--- src/rtl/seq_det_pkg.sv ---
// Shared types and helpers for the programmable serial sequence detector.
package seq_det_pkg;

  typedef enum logic [1:0] {
    ST_IDLE = 2'd0,
    ST_FILL = 2'd1,
    ST_HUNT = 2'd2
  } state_t;

  // A length of 0 or beyond the pattern register means "use the full register".
  function automatic int clamp_len(input int len, input int pat_w);
    return ((len == 0) || (len > pat_w)) ? pat_w : len;
  endfunction

endpackage

--- src/rtl/sat_counter.sv ---
// Saturating up-counter with synchronous clear; holds at all-ones.
module sat_counter #(
  parameter int CNT_W = 16
) (
  input  logic             clk,
  input  logic             rst,
  input  logic             inc,
  input  logic             clr,
  output logic [CNT_W-1:0] q
);

  logic [CNT_W-1:0] cnt_q;
  logic [CNT_W-1:0] cnt_d;

  always_comb begin
    cnt_d = cnt_q;
    if (clr)
      cnt_d = '0;
    else if (inc && (cnt_q != {CNT_W{1'b1}}))
      cnt_d = cnt_q + CNT_W'(1);
  end

  always_ff @(posedge clk) begin
    if (!rst)
      cnt_q <= '0;
    else
      cnt_q <= cnt_d;
  end

  assign q = cnt_q;

endmodule

--- src/rtl/seq_detector_prog.sv ---
// Runtime-programmable serial pattern detector with overlap control and hit counter.
// Define SEQ_DET_MASK_EN to add a per-bit don't-care mask (cfg_mask).
module seq_detector_prog
  import seq_det_pkg::*;
#(
  parameter int  PAT_W = 8,
  parameter int  CNT_W = 16,
  localparam int LEN_W = $clog2(PAT_W + 1)
) (
  input  logic             clk,
  input  logic             rst,
  input  logic             en,
  input  logic             in_valid,
  input  logic             in_bit,
  input  logic             cfg_load,
  input  logic [PAT_W-1:0] cfg_pattern,
  input  logic [LEN_W-1:0] cfg_len,
  input  logic             cfg_overlap,
`ifdef SEQ_DET_MASK_EN
  input  logic [PAT_W-1:0] cfg_mask,
`endif
  output logic             match,
  output logic [CNT_W-1:0] match_cnt,
  output logic [1:0]       state
);

  state_t           state_q, state_d;
  logic [PAT_W-1:0] hist_q, hist_d;
  logic [LEN_W-1:0] fill_q, fill_d;
  logic [PAT_W-1:0] pattern_q, pattern_d;
  logic [LEN_W-1:0] len_q, len_d;
  logic             overlap_q, overlap_d;
  logic             match_q, match_d;
`ifdef SEQ_DET_MASK_EN
  logic [PAT_W-1:0] mask_q, mask_d;
`endif

  logic             accept;
  logic             hit;
  logic [PAT_W-1:0] new_hist;
  logic [LEN_W-1:0] new_fill;
  logic [PAT_W-1:0] len_mask;
  logic [PAT_W-1:0] diff;

  // Candidate history/fill for this cycle and the compare over the low len bits.
  always_comb begin
    accept   = en && in_valid && !cfg_load && (state_q != ST_IDLE);
    new_hist = {hist_q[PAT_W-2:0], in_bit};
    new_fill = (fill_q >= len_q) ? len_q : fill_q + LEN_W'(1);
    len_mask = ~({PAT_W{1'b1}} << len_q);
`ifdef SEQ_DET_MASK_EN
    diff     = (new_hist ^ pattern_q) & len_mask & ~mask_q;
`else
    diff     = (new_hist ^ pattern_q) & len_mask;
`endif
    hit      = accept && (new_fill == len_q) && (diff == '0);
  end

  always_comb begin
    state_d   = state_q;
    hist_d    = hist_q;
    fill_d    = fill_q;
    pattern_d = pattern_q;
    len_d     = len_q;
    overlap_d = overlap_q;
    match_d   = hit;
`ifdef SEQ_DET_MASK_EN
    mask_d    = mask_q;
`endif
    if (cfg_load) begin
      pattern_d = cfg_pattern;
      len_d     = LEN_W'(clamp_len(int'(cfg_len), PAT_W));
      overlap_d = cfg_overlap;
`ifdef SEQ_DET_MASK_EN
      mask_d    = cfg_mask;
`endif
      hist_d    = '0;
      fill_d    = '0;
      state_d   = en ? ST_FILL : ST_IDLE;
    end else if (!en) begin
      fill_d  = '0;
      state_d = ST_IDLE;
    end else begin
      case (state_q)
        ST_IDLE: state_d = ST_FILL;
        ST_FILL, ST_HUNT: begin
          if (accept) begin
            hist_d  = new_hist;
            fill_d  = new_fill;
            state_d = (new_fill == len_q) ? ST_HUNT : ST_FILL;
            // Non-overlapping: a hit consumes its bits, so search restarts empty.
            if (hit && !overlap_q) begin
              hist_d  = '0;
              fill_d  = '0;
              state_d = ST_FILL;
            end
          end
        end
        default: state_d = ST_IDLE;
      endcase
    end
  end

  always_ff @(posedge clk) begin
    if (!rst) begin
      state_q   <= ST_IDLE;
      hist_q    <= '0;
      fill_q    <= '0;
      pattern_q <= '0;
      len_q     <= LEN_W'(PAT_W);
      overlap_q <= 1'b1;
      match_q   <= 1'b0;
`ifdef SEQ_DET_MASK_EN
      mask_q    <= '0;
`endif
    end else begin
      state_q   <= state_d;
      hist_q    <= hist_d;
      fill_q    <= fill_d;
      pattern_q <= pattern_d;
      len_q     <= len_d;
      overlap_q <= overlap_d;
      match_q   <= match_d;
`ifdef SEQ_DET_MASK_EN
      mask_q    <= mask_d;
`endif
    end
  end

  sat_counter #(
    .CNT_W (CNT_W)
  ) u_match_cnt (
    .clk (clk),
    .rst (rst),
    .inc (hit),
    .clr (cfg_load),
    .q   (match_cnt)
  );

  assign match = match_q;
  assign state = state_q;

endmodule

--- config.mk ---
export PLATFORM = sky130hd
export DESIGN_NAME = seq_detector_prog
export DESIGN_NICKNAME = d
export VERILOG_FILES = /design/src/rtl/seq_det_pkg.sv /design/src/rtl/sat_counter.sv /design/src/rtl/seq_detector_prog.sv
export SDC_FILE = /design/constraint.sdc
export NUM_CORES = 1
export LEC_CHECK = 0
export CAP_MARGIN = 20
export CORE_AREA = 2 2 68 70
export DETAILED_ROUTE_END_ITERATION = 10
export DIE_AREA = 0 0 70 72
export PLACE_DENSITY_LB_ADDON = 0.15
export SLEW_MARGIN = 20
export SYNTH_ARGS = -nofsm -noshare
export SYNTH_HDL_FRONTEND = slang
export SYNTH_SLANG_ARGS = --single-unit
--- constraint.sdc ---
create_clock -name clk -period 6.1 [get_ports clk]
set_clock_uncertainty 0.15 [all_clocks]
set_input_delay 1.22 -clock clk [delete_from_list [all_inputs] [get_ports clk]]
set_output_delay 1.22 -clock clk [all_outputs]
set_load 0.005 [all_outputs]
==> metrics.yaml <==
route:
  drt_drc_violations_left: 0
  viasPerCell: 6.03
  dr_wl_met3_um: 352
  wl_met1_mm: 2.41
  ant_nets: 0
  wl_met2_mm: 2.49
  drt-pass1-iter-count: 5
  drtIter0Drc: 163
  vias: 2176
  wl_per_cell_um: 14.6
  drt_wl_total_mm: 5.29
  highest_layer: "met4"
clock_network:
  cts_hold_buf: 0
  clk_pin_slew_ns: 0.09
  clock_path_buffers: 2
  htree_levels: 2
  clk_latency_ns: 0.30
  cts_buffers: 5
  cts_tree: "built"
  cts_setup_buffers: 0
  cts_resized: 0
  clock-root-buffer: "clkbuf_8"
  clock_sinks: 43
timing:
  final.setup.tns_ns: 0
  hold_viol_final: 0
  drv_slew: 0
  maxSlewHeadroom: 0.398
  fin_crit_sh: 0.685
  clock.fmax_mhz: 239
  rsz0062_at_grt: "false"
  finalSetupViolCount: 0
  finalCriticalPeriod_ns: 4.18
  tightest_slew_ns: 0.900
min_path:
  hp-class: "reg -> reg"
placement:
  place_inst: 353
  gp_congestion: 0.812
  hpwl_mm: 3.87
  io_buffers: 37
cells_and_area:
  area_growth_pct: 20.1
  final_nets: 335
  layout_commonest_cell: "dfxtp_1"
  layout_common_cells: "43 x dfxtp_1, 37 x clkdlybuf4s50_1, 27 x a21oi_1"
  nFillCells: 369
  multi_input_area_um2: 1370
  drive_gt1_frac: 0.0615
  diodes: 0
  register_area_um2: 861
  stdcell_count: 361
floorplan:
  rows: 24
  die_area_um2: 5040
  ios: 38
  placeableCoreArea_um2: 4260
  start_util: 0.549
  die_w_um: 70
  die_h_um: 72
worst_setup_path:
  critPathArrivalTime_ns: 4.25
  critical_path_class: "in -> reg"
  worst_setup_path_start_kind: "input pin"
  cp.required_ns: 6.17
  cp-end-kind: "flip-flop"
  cp_max_fo: 22
yosys:
  synth_top_cell_by_area: "dfxtp_1"
  yosys_warnings: 0
  synth_edf_count: 0
  synth_ff_type: "dfxtp_1"
  syn_inst: 276
  async_flop_share: 0
  ys_types: 50
  syn_area_um2: 2340
  syn_nets: 303
  synth.avg_cell_area_um2: 8.48
  synth-seq-area-share: 0.368
  ys_top_cells_by_area: "dfxtp_1 37%, a21oi_1 5.8%, mux2i_1 5.1%"
  synth_top_area_frac: 0.368
  synth-seq-cells: 43
global_route:
  grt_max_degree: 23
  grt_use_total: 0.220
  grt_pass1_vias: 1982
  antenna_found_initial: 0
  overflow: 0
  grt_pass1_wl_mm: 8.98
status:
  outcome: "finished clean"
pwr:
  power_density_nw_per_um2: 189
  ir_drop_v: 0.000125
  p_leak_nw: 0.952
flow_run:
  cap_violations: 0
## logic make-up after synthesis
family	count (synthesis)	synth area share
adders and majority gates	8	0.0428
and+or+nand+nor	102	0.234
muxes	13	0.0561
DFF	43	0.368
AOI/OAI and AO/OA	69	0.192
buffers and inverters	26	0.0454
xor gates and xnor gates	15	0.0620
## where the power goes
group | internal (mW) | switching, mW
logic | 0.0277 | 0.0275
registers | 0.286 | 0.00703
clock network | 0.0797 | 0.103
## state kept, by name, summed over array words and instances, names as in the netlist
signal,flops
overlap_q,1
u_match_cnt.q,16
fill_q,4
hist_q,7
state,2
pattern_q,8
match,1
len_q,4
## metal layers
metal / vias up / GRT usage
met5: - / 0
met1: 1016 / 0.292
met4: 0 / 0.0855
li1: 1073 / -
met2: 83 / 0.357
met3: 4 / 0.0458
## area by class of cell
cell class	instances	area share
sequential	43	0.306
clock inverter	3	0.00712
clock buffer	5	0.0245
multi-input combinational	207	0.489
inverter	14	0.0187
tap	52	0.0231
timing repair buffer	37	0.132
## critical path: stages
cell	delay (ns)
clkdlybuf4s50_1	0.88
nor4bb_1	0.44
o221ai_1	0.18
a21oi_2	0.21
nand4_1	0.55
or4_1	0.62
a21oi_1	0.15
## final timing paths
kind,endpoint,cells after the start,from,slack [ns]
worst min register to register,hist_q[6]$_SDFFE_PP0P_,2,hist_q[6]$_SDFFE_PP0P_,0.32
worst min-delay path,hist_q[6]$_SDFFE_PP0P_,2,hist_q[6]$_SDFFE_PP0P_,0.32
worst max-delay path,u_match_cnt.q[13]$_SDFFE_PP0P_,7,cfg_load,1.92
worst max register to register,u_match_cnt.q[13]$_SDFFE_PP0P_,8,state[0]$_SDFFE_PN0P_,3.21
## per-stage QoR
stage	setup WS (ns)	hold slack [ns]	utilization	power (mW)	instance area, um^2
floorplan	3.29	0.295	-	0.331	2340
global placement	1.74	0.302	0.638	0.353	2720
detailed placement	1.67	0.317	0.638	0.355	2720
CTS	2.00	0.328	0.659	0.535	2810
global route	1.69	0.358	0.659	0.550	2810
finish	1.92	0.325	0.659	0.531	2810
## synth_stat cells, drive strengths merged (4+ instances only)
library cell / number
o31ai: 7
nand3: 13
o211ai: 11
xnor2: 8
nand4: 5
clkbuf: 9
ha: 8
a21oi: 28
inv: 14
nand2: 26
xor2: 6
dfxtp: 43
nor2: 20
mux2i: 12
o21ai: 8
or4: 8
or2: 4
No activity file was read; power rests on OpenSTA's default activity.
